===== config.mk =====
export PLATFORM = sky130hd
export DESIGN_NAME = hpb_cfg_rx_sync
export DESIGN_NICKNAME = d
export VERILOG_FILES = /design/src/rtl/hpb_cfg_rx_sync.sv
export SDC_FILE = /design/constraint.sdc
export NUM_CORES = 1
export LEC_CHECK = 0
export ABC_AREA = 1
export CORE_ASPECT_RATIO = 0.5
export CORE_UTILIZATION = 43
export CTS_CLUSTER_DIAMETER = 50
export DETAILED_ROUTE_END_ITERATION = 10
export GPL_ROUTABILITY_DRIVEN = 0
export GPL_TIMING_DRIVEN = 0
export PLACE_DENSITY = 0.72
export SLEW_MARGIN = 20
export SYNTH_ARGS = -nofsm -noshare
export SYNTH_HDL_FRONTEND = slang
export SYNTH_SLANG_ARGS = --single-unit

===== constraint.sdc =====
create_clock -name clk -period 1.9 [get_ports clk]
set_clock_uncertainty 0.05 [all_clocks]
set_input_delay 0.38 -clock clk [delete_from_list [all_inputs] [get_ports clk]]
set_output_delay 0.38 -clock clk [all_outputs]
set_load 0.01 [all_outputs]

===== src/rtl/hpb_cfg_rx_sync.sv =====
// -----------------------------------------------------------------------------
// hpb_cfg_rx_sync
//
// Receive side of the host configuration path, living in the core clock
// domain. The host drives a 4-phase req/ack handshake and holds async_data
// stable for as long as async_req is high. async_req is passed through a
// SYNC_STAGES flop chain. A rising synchronised request captures async_data
// into a small FIFO, and the FIFO is presented to the strategy core as a
// valid/accept stream.
//
// Ports:
//   clk               core clock
//   reset_n           asynchronous active-low reset (all flops, incl. sync chain)
//   async_req         host request level, unsynchronised
//   async_data        host data, stable while async_req=1 (never synchronised)
//   async_ack         registered ack level back to the host domain
//   out_config_valid  FIFO non-empty
//   out_config_data   FIFO head word
//   out_config_accept core consumes the head when valid & accept
//   fifo_level        current occupancy, 0..DEPTH
//   xfer_count        completed captures, wraps modulo 2^CNT_WIDTH
// -----------------------------------------------------------------------------
module hpb_cfg_rx_sync #(
  parameter int DATA_WIDTH  = 32,
  parameter int SYNC_STAGES = 2,   // legal 2..4
  parameter int DEPTH       = 4,   // power of 2, >= 2
  parameter int CNT_WIDTH   = 16
) (
  input  logic                       clk,
  input  logic                       reset_n,
  input  logic                       async_req,
  input  logic [DATA_WIDTH-1:0]      async_data,
  output logic                       async_ack,
  output logic                       out_config_valid,
  output logic [DATA_WIDTH-1:0]      out_config_data,
  input  logic                       out_config_accept,
  output logic [$clog2(DEPTH):0]     fifo_level,
  output logic [CNT_WIDTH-1:0]       xfer_count
);

  localparam int PTR_W = $clog2(DEPTH);
  localparam int LVL_W = PTR_W + 1;

  typedef enum logic [0:0] {
    ST_IDLE     = 1'b0,
    ST_WAIT_LOW = 1'b1
  } state_e;

  // ---------------------------------------------------------------------------
  // Request synchroniser
  // ---------------------------------------------------------------------------
  logic [SYNC_STAGES-1:0] sync_q;
  logic                   req_s;

  // NOTE: sequential state is updated with non-blocking assignments only, so
  // every flop samples the pre-edge value of its neighbours.
  always_ff @(posedge clk or negedge reset_n) begin
    if (!reset_n) begin
      sync_q <= '0;
    end else begin
      sync_q <= {sync_q[SYNC_STAGES-2:0], async_req};
    end
  end

  assign req_s = sync_q[SYNC_STAGES-1];

  // ---------------------------------------------------------------------------
  // Handshake FSM
  // ---------------------------------------------------------------------------
  state_e state_q, state_d;
  logic   ack_q, ack_d;
  logic   push;
  logic   pop;

  logic [LVL_W-1:0] level_q, level_d;

  // Full check looks at the registered level only: a pop in the same cycle
  // does not free a slot for this edge's capture.
  logic fifo_full;
  assign fifo_full = (level_q == LVL_W'(DEPTH));

  // NOTE: every signal written here gets a default first, so no path through
  // the case statement can leave it unassigned and infer a latch.
  always_comb begin
    state_d = state_q;
    ack_d   = ack_q;
    push    = 1'b0;
    unique case (state_q)
      ST_IDLE: begin
        if (req_s && !fifo_full) begin
          push    = 1'b1;
          ack_d   = 1'b1;
          state_d = ST_WAIT_LOW;
        end
      end
      ST_WAIT_LOW: begin
        // Only a synchronised low request returns to IDLE, so one handshake
        // can produce at most one capture.
        if (!req_s) begin
          ack_d   = 1'b0;
          state_d = ST_IDLE;
        end
      end
      default: begin
        state_d = ST_IDLE;
        ack_d   = 1'b0;
      end
    endcase
  end

  always_ff @(posedge clk or negedge reset_n) begin
    if (!reset_n) begin
      state_q <= ST_IDLE;
      ack_q   <= 1'b0;
    end else begin
      state_q <= state_d;
      ack_q   <= ack_d;
    end
  end

  // ---------------------------------------------------------------------------
  // FIFO
  // ---------------------------------------------------------------------------
  logic [DATA_WIDTH-1:0] mem_q [DEPTH];
  logic [PTR_W-1:0]      wr_ptr_q, wr_ptr_d;
  logic [PTR_W-1:0]      rd_ptr_q, rd_ptr_d;
  logic [CNT_WIDTH-1:0]  cnt_q, cnt_d;

  // Accept on an empty FIFO is ignored.
  assign pop = (level_q != '0) && out_config_accept;

  always_comb begin
    wr_ptr_d = wr_ptr_q;
    rd_ptr_d = rd_ptr_q;
    level_d  = level_q;
    cnt_d    = cnt_q;
    // Pointers are PTR_W bits wide and DEPTH is a power of 2, so the
    // increment wraps DEPTH-1 -> 0 by itself.
    if (push) begin
      wr_ptr_d = wr_ptr_q + 1'b1;
      cnt_d    = cnt_q + 1'b1;
    end
    if (pop) begin
      rd_ptr_d = rd_ptr_q + 1'b1;
    end
    unique case ({push, pop})
      2'b10:   level_d = level_q + 1'b1;
      2'b01:   level_d = level_q - 1'b1;
      default: level_d = level_q;  // idle, or push and pop together
    endcase
  end

  always_ff @(posedge clk or negedge reset_n) begin
    if (!reset_n) begin
      wr_ptr_q <= '0;
      rd_ptr_q <= '0;
      level_q  <= '0;
      cnt_q    <= '0;
    end else begin
      wr_ptr_q <= wr_ptr_d;
      rd_ptr_q <= rd_ptr_d;
      level_q  <= level_d;
      cnt_q    <= cnt_d;
    end
  end

  // NOTE: the storage array is reset as well, because the head word
  // out_config_data has to read 0 straight out of reset.
  always_ff @(posedge clk or negedge reset_n) begin
    if (!reset_n) begin
      for (int i = 0; i < DEPTH; i++) begin
        mem_q[i] <= '0;
      end
    end else if (push) begin
      mem_q[wr_ptr_q] <= async_data;
    end
  end

  // ---------------------------------------------------------------------------
  // Outputs: all from registered state, no input-to-output paths
  // ---------------------------------------------------------------------------
  assign async_ack        = ack_q;
  assign out_config_valid = (level_q != '0);
  assign out_config_data  = mem_q[rd_ptr_q];
  assign fifo_level       = level_q;
  assign xfer_count       = cnt_q;

endmodule

## After elaboration in Yosys (flattened, before gate mapping)

Index checks and enable logic that the tools add are counted.

| word-level totals | value |
|---|---|
| flip-flop bits (word level) | 155 |
| input bits | 36 |
| word-level logic and storage cells | 48 |

| operators by class | value |
|---|---|
| add/sub/neg operators | 5 |
| order comparisons | 3 |
| equality and inequality tests | 5 |
| muxes and demuxes | 14 |
| bitwise gates (word level) | 3 |
| reductions and logical operators | 7 |

Operator list:

| cell | number |
|---|---|
| $bwmux W128 | 1 |
| $mux W32 | 3 |
| $bmux W32 S2 | 1 |
| $demux W32 S2 | 1 |
| $add A16 B1 Y16 const B | 1 |
| $ge A3 B3 Y1 const B | 2 |
| $not A2 Y3 | 2 |
| $pmux W3 S2 | 1 |
| $mux W1 | 5 |
| $add A2 B1 Y2 const B | 2 |
| $ne A2 B2 Y1 const B | 2 |
| $pmux W1 S2 | 2 |
| $add A3 B1 Y3 const B | 1 |
| $eq A3 B3 Y1 const B | 1 |
| $logic_and A1 B1 Y1 | 3 |
| $lt A3 B1 Y1 const B | 1 |
| $reduce_bool A3 Y1 | 1 |
| $sub A3 B1 Y3 const B | 1 |
| $eq A2 B1 Y1 const B | 1 |
| $eq A2 B2 Y1 const B | 1 |
| $reduce_and A2 Y1 | 1 |
| $reduce_bool A2 Y1 | 1 |
| $logic_not A1 Y1 | 1 |
| $not A1 Y1 | 1 |

## Logic depth before layout (Yosys ltp)

| logic depth | value |
|---|---|
| word-level depth | 7 |
| mapped depth | 10 |
| mapped depth without buffers | 10 |

## Worst setup path before layout

No wires, ideal clock.

| timing | value |
|---|---|
| path type | reg2reg |
| from | register level_q[0] (netlist: fifo_level[0]) |
| to | register level_q[2] (netlist: fifo_level[2]) |
| library setup time | 0.131 ns |
| data arrival time | 1.881 ns |
| path slack | -0.162 ns |
| stages on the path, launching flop included | 11 |
| period minus slack after synthesis | 2.062 ns |
| path through | dfrtp_1 -> nor2_2 -> nand2_2 -> nand2_4 -> clkbuf_8 -> ha_1 -> inv_1 -> fa_1 -> a21oi_1 -> o21ai_0 -> xor2_1 |

| on the way | value |
|---|---|
| cells in the longest elaborated chain, start to end | 7 |
| elaborated cells on any way between the ends | 13 |
| those cells by class | add/sub (2); eq/ne (3); mux (3); reduce/logical (5) |

Ends and longest elaborated chain:

| what | line | RTL |
|---|---|---|
| start, declared | 75 | `logic [LVL_W-1:0] level_q, level_d;` |
| start signal, assigned | 162 | `level_q <= level_d;` |
| $eq A3 B3 Y1 | 80 | `assign fifo_full = (level_q == LVL_W'(DEPTH));` |
| $logic_not A1 Y1 | 90 | `if (req_s && !fifo_full) begin` |
| $logic_and A1 B1 Y1 | 90 |  |
| $mux W1 | 90 |  |
| $mux W1 | 88 | `unique case (state_q)` |
| $eq A2 B1 Y1 / $eq A2 B2 Y1 (equally long branches) | 146 | `unique case ({push, pop})` |
| $pmux W3 S2 / $reduce_bool A2 Y1 (equally long branches) | -- |  |

Parallel ways exist; a longest one is shown, timed or not.
A chain may end at the register's enable or synchronous reset.

## Worst setup path after layout

| timing | value |
|---|---|
| from | register rd_ptr_q[0] |
| to | output out_config_data[19] |

| on the way | value |
|---|---|
| cells in the longest elaborated chain, start to end | 4 |

Ends and longest elaborated chain:

| what | line | RTL |
|---|---|---|
| start, declared | 126 | `logic [PTR_W-1:0] rd_ptr_q, rd_ptr_d;` |
| start signal, assigned | 161 | `rd_ptr_q <= rd_ptr_d;` |
| $not A2 Y3 (not written as such) | 184 | `assign out_config_data = mem_q[rd_ptr_q];` |
| $bmux W32 S2 | 184 |  |
| $mux W32 (not written as such) (2 in a row) | 184 |  |
| end, declared | 35 | `output logic [DATA_WIDTH-1:0] out_config_data,` |

Every way passes these cells. The select of a mux whose other input is x is not followed.

==> results.txt <==
----------------------------------------------------
[Run status]
  Status ... finished with violations
  Failing checks ... setup timing

[Clocking]
  Clock Pin Slew Worst Setup and Hold Paths ... approximately 0.06 ns
  Level count of the clock H-tree ... 4
  Clock latency at the later pin of the worst-skew pair ... between 0.4 and 0.5 ns
  Library cell used as clock root buffer ... sky130_fd_sc_hd__clkbuf_16
  Maximum number of buffers from clock root to sink ... 2
  Number of sinks on the clock net ... around 160
  Number of buffers created by CTS ... 17
  CTS tree ... yes

[Die]
  Effective utilization at floorplan ... 44.81%
  Die extent in y ... approximately 95 um
  Row count ... 33
  Area of the placeable core ... 0.01672 sq mm
  Die width ... 188.7 um
  Die Footprint ... ~0.018 sq mm
  Number of top-level pins ... 89

[Pwr]
  IR drop worst, VDD ... 0.0009615 V
  Leakage ... 4.574 nW
  Cell Pwr Density ... 1863 mW/mm^2

[Setup path]
  Critical Path Start ... rd_ptr_q[0]$_DFFE_PN0P_
  Endpoint type of the worst setup path ... primary output
  Depth of the most critical reg-to-reg path ... 9
  Slack of the worst reg-to-reg path ... 0.07 ns
  Cell with the largest stage delay on the worst path ... sky130_fd_sc_hd__dfrtp_1
  Critical path fanouts, max ... 5
  Critical Path, Cell by Cell ... buf_6, inv_8, clkbuf_16, clkbuf_16, nor2_1, o22ai_1, buf_2
  Library cell appearing most often on the critical path ... sky130_fd_sc_hd__clkbuf_16
  Highest cell delay on the worst timing path ... roughly 0.39 ns
  Critical path launch point type ... flip-flop
  Crit path arrival time ... 1.69 ns
  Bufs and invs on worst path ... 5
  End of the worst register-to-register path ... fifo_level[2]$_DFFE_PN0P_
  Worst setup path category ... flip-flop to primary output
  Family of cells with the greatest summed delay on the critical path ... buffers and inverters
  Critical R2R Launch ... fifo_level[0]$_DFFE_PN0P_
  Required time of the critical path ... 1.47 ns

[Timing]
  Count of final max-slew check failures ... 0
  Unrepaired setup endpoints after global routing ... yes
  Final setup fails ... 32
  Endpoints failing hold ... 0
  Shortest period the worst path allows ... 2.118 ns
  Achievable Freq ... 472.2 MHz
  Final WS setup ... -0.2180 ns
  Fin crit share ... 111.5%
  Slew Limit Headroom ... 57.61%
  Transition at the pin with the smallest max-transition slack ... 0.6358 ns
  Final Hold Slack ... 0.3040 ns

[Min path]
  Startpoint of the tightest hold check path ... sync_q[0]$_DFF_PN0_
  Number of cells traversed by the worst hold path ... 0
  Class of the most critical hold timing path ... flip-flop to flip-flop
  Hold-critical path endpoint ... sync_q[1]$_DFF_PN0_

[Synth]
  Total of flip-flops plus latches after synthesis ... 155
  Post-synthesis async set-or-reset flop share ... 100.0%
  Combined area of all synthesized cells ... 0.007493 sq mm
  Post-synthesis net count ... between 800 and 900
  Yosys warnings ... 0
  Number of enable flip-flop cells after synthesis ... 0
  Largest cells by area after synthesis ... sky130_fd_sc_hd__dfrtp_1 (52%), sky130_fd_sc_hd__o21ai_2 (14%), sky130_fd_sc_hd__nand2_1 (8.0%)
  Post-Syn Area per Cell ... 9.732 sq um
  Post-synthesis sequential area ratio ... around 52%
  Most frequent cells after synthesis ... sky130_fd_sc_hd__nand2_1 (160), sky130_fd_sc_hd__dfrtp_1 (155), sky130_fd_sc_hd__o21ai_2 (124), sky130_fd_sc_hd__nor2_1 (78), sky130_fd_sc_hd__o21ai_0 (68)
  Main synth FF type ... sky130_fd_sc_hd__dfrtp_1
  Cell type with the largest total area after synthesis ... sky130_fd_sc_hd__dfrtp_1
  Cell variety after synth ... 30
  Most common cell in the synthesized netlist ... sky130_fd_sc_hd__nand2_1
  Area share of the leading cell type in the synthesized netlist ... 51.76%
  Synthesized instance count ... 770

[Detailed routing]
  DR DRC count ... 0
  Number of iterations in the first detailed-routing pass ... 5
  DR WL/cell ... between 15 and 20 um
  Number of routed nets with antenna violations ... 0
  Detailed-route via count ... 5,919
  Iteration-0 DRC Markers ... ~360
  Total Wirelength ... 19,320 um
  Vias per cell ... 5.188

[Placement]
  Placed wire-length estimate ... 11,770 um
  DP Worst Slack ... -0.5245 ns
  Placed Instance Area ... 0.008717 sq mm
  Count of buffers inserted at the top-level ports ... just under 90

[Final layout]
  Nets ... 944
  Post-route cell area ... 0.009981 sq mm
  Share of final-layout standard cells stronger than drive strength 1 ... 39.06%
  Antenna cell count ... 0
  Area Growth Syn to Fin ... 33.19%

[Global route]
  Aggregate global-route resource usage ... 22.25%
  Overflow after GRT ... 0
  Wire length of the first global-routing pass ... around 31,000 um
  Antenna violations before repair ... 0
  Number of global-route vias before repair ... approximately 5.9k
  Pin count of the biggest net entering global routing ... 81

[Run]
  Number of violations of the max-capacitance limit ... 0

----------------------------------------------------
state kept, by name, indices dropped and copies added (netlist names):
register	flops
async_ack	1
state_q	1
sync_q	2
xfer_count	16
wr_ptr_q	2
rd_ptr_q	2
fifo_level	3
mem_q	128
worst max path at each step:
stage	cells after the start	slack [ns]	end
after floorplan	10	-0.05	fifo_level[2]$_DFFE_PN0P_
after global placement	1	-5.88	mem_q[111]$_DFFE_PN0P_
after detailed placement	5	-0.52	out_config_data[12]
after CTS	8	-0.26	out_config_data[6]
after global routing	7	-0.26	out_config_data[13]
final	7	-0.22	out_config_data[19]
cell families (layout without fill, tap and decap cells):
family,Yosys count,after routing,synth area share (%)
xor+xnor,15,15,1.753
simple gates,262,262,14.99
buf+inv,101,245,8.115
compound gates,230,230,22.11
flops,155,155,51.76
fa+ha+maj,7,7,1.269
worst register-to-register path: cells and delay by family, from the launching register on:
family | cells | cell delay (ns)
xor+xnor | 1 | 0.15
buf+inv | 1 | 0.03
fa+ha+maj | 2 | 0.49
flops | 1 | 0.41
simple gates | 3 | 0.35
compound gates | 2 | 0.23
area by class of cell:
cell class                      instances  area (sq um)
Clock inverter                         12         140.1
Clock buffer                           20         446.7
Inverter                               55         229.0
Timing Repair Buffer                  113          1076
Fill cell                            1364          6741
Buffer                                 45         524.3
Sequential cell                       155          3881
Tap cell                              227         284.0
Multi-Input combinational cell        514          3400
per-stage QoR:
| stage | utilization (%) | power [mW] | cells | setup TNS, ns |
|---|---|---|---|---|
| 2_1_floorplan | - | 10.57 | 770 | -0.04549 |
| 5_1_grt | 59.69 | 19.75 | 1141 | -7.785 |
| 3_5_place_dp | 52.13 | 13.54 | 1086 | -14.15 |
| 6_report | 59.69 | 18.59 | 1141 | -5.841 |
| 4_1_cts | 57.60 | 17.59 | 1133 | -6.112 |
| 3_3_place_gp | 51.93 | 13.34 | 1085 | -924.19 |
layout by cell type (no fill, tap or decap), drive strengths merged:
cell type and instances:
nand4 4, ha 6, clkbuf 31, nand3 5, nand2 167, dlygate4sd3 1
dfrtp 155, o21ai 196, nor3 3, o22ai 32, nor2 83, xor2 10
buf 92, clkdlybuf4s50 51, fa 1, clkinv 1, inv 58, xnor2 5
clkinvlp 6, a21oi 2, dlygate4sd2 3, bufinv 2
power breakdown:
group	switching (mW)	total, mW	internal, mW	leakage [nW]
combinational	5.01	9.30	4.29	2.41
clock	1.41	3.39	1.98	0.266
sequential	1.06	5.90	4.84	1.90
total	7.47	18.6	11.1	4.57
layer usage:
layer  vias to the layer above  GRT usage, %  share of wire (%)
li1                       2827             -                  -
met1                      2940         30.64                 48
met2                       129         36.49                 47
met3                        23         3.607                3.6
met4                         0         6.653                1.4
met5                         -             0                  0
timing repair:
item / in CTS / in global routing
cloned: 4 / 4
setup buffers: 10 / 6
endpoints found under the setup margin: 35 / 35
hold endpoints to repair: 79 / 0
hold buffers: 1 / 0
gates resized for setup: 243 / 93
pin swaps: 27 / 30
Note: power is estimated with default switching activity, not from simulation.
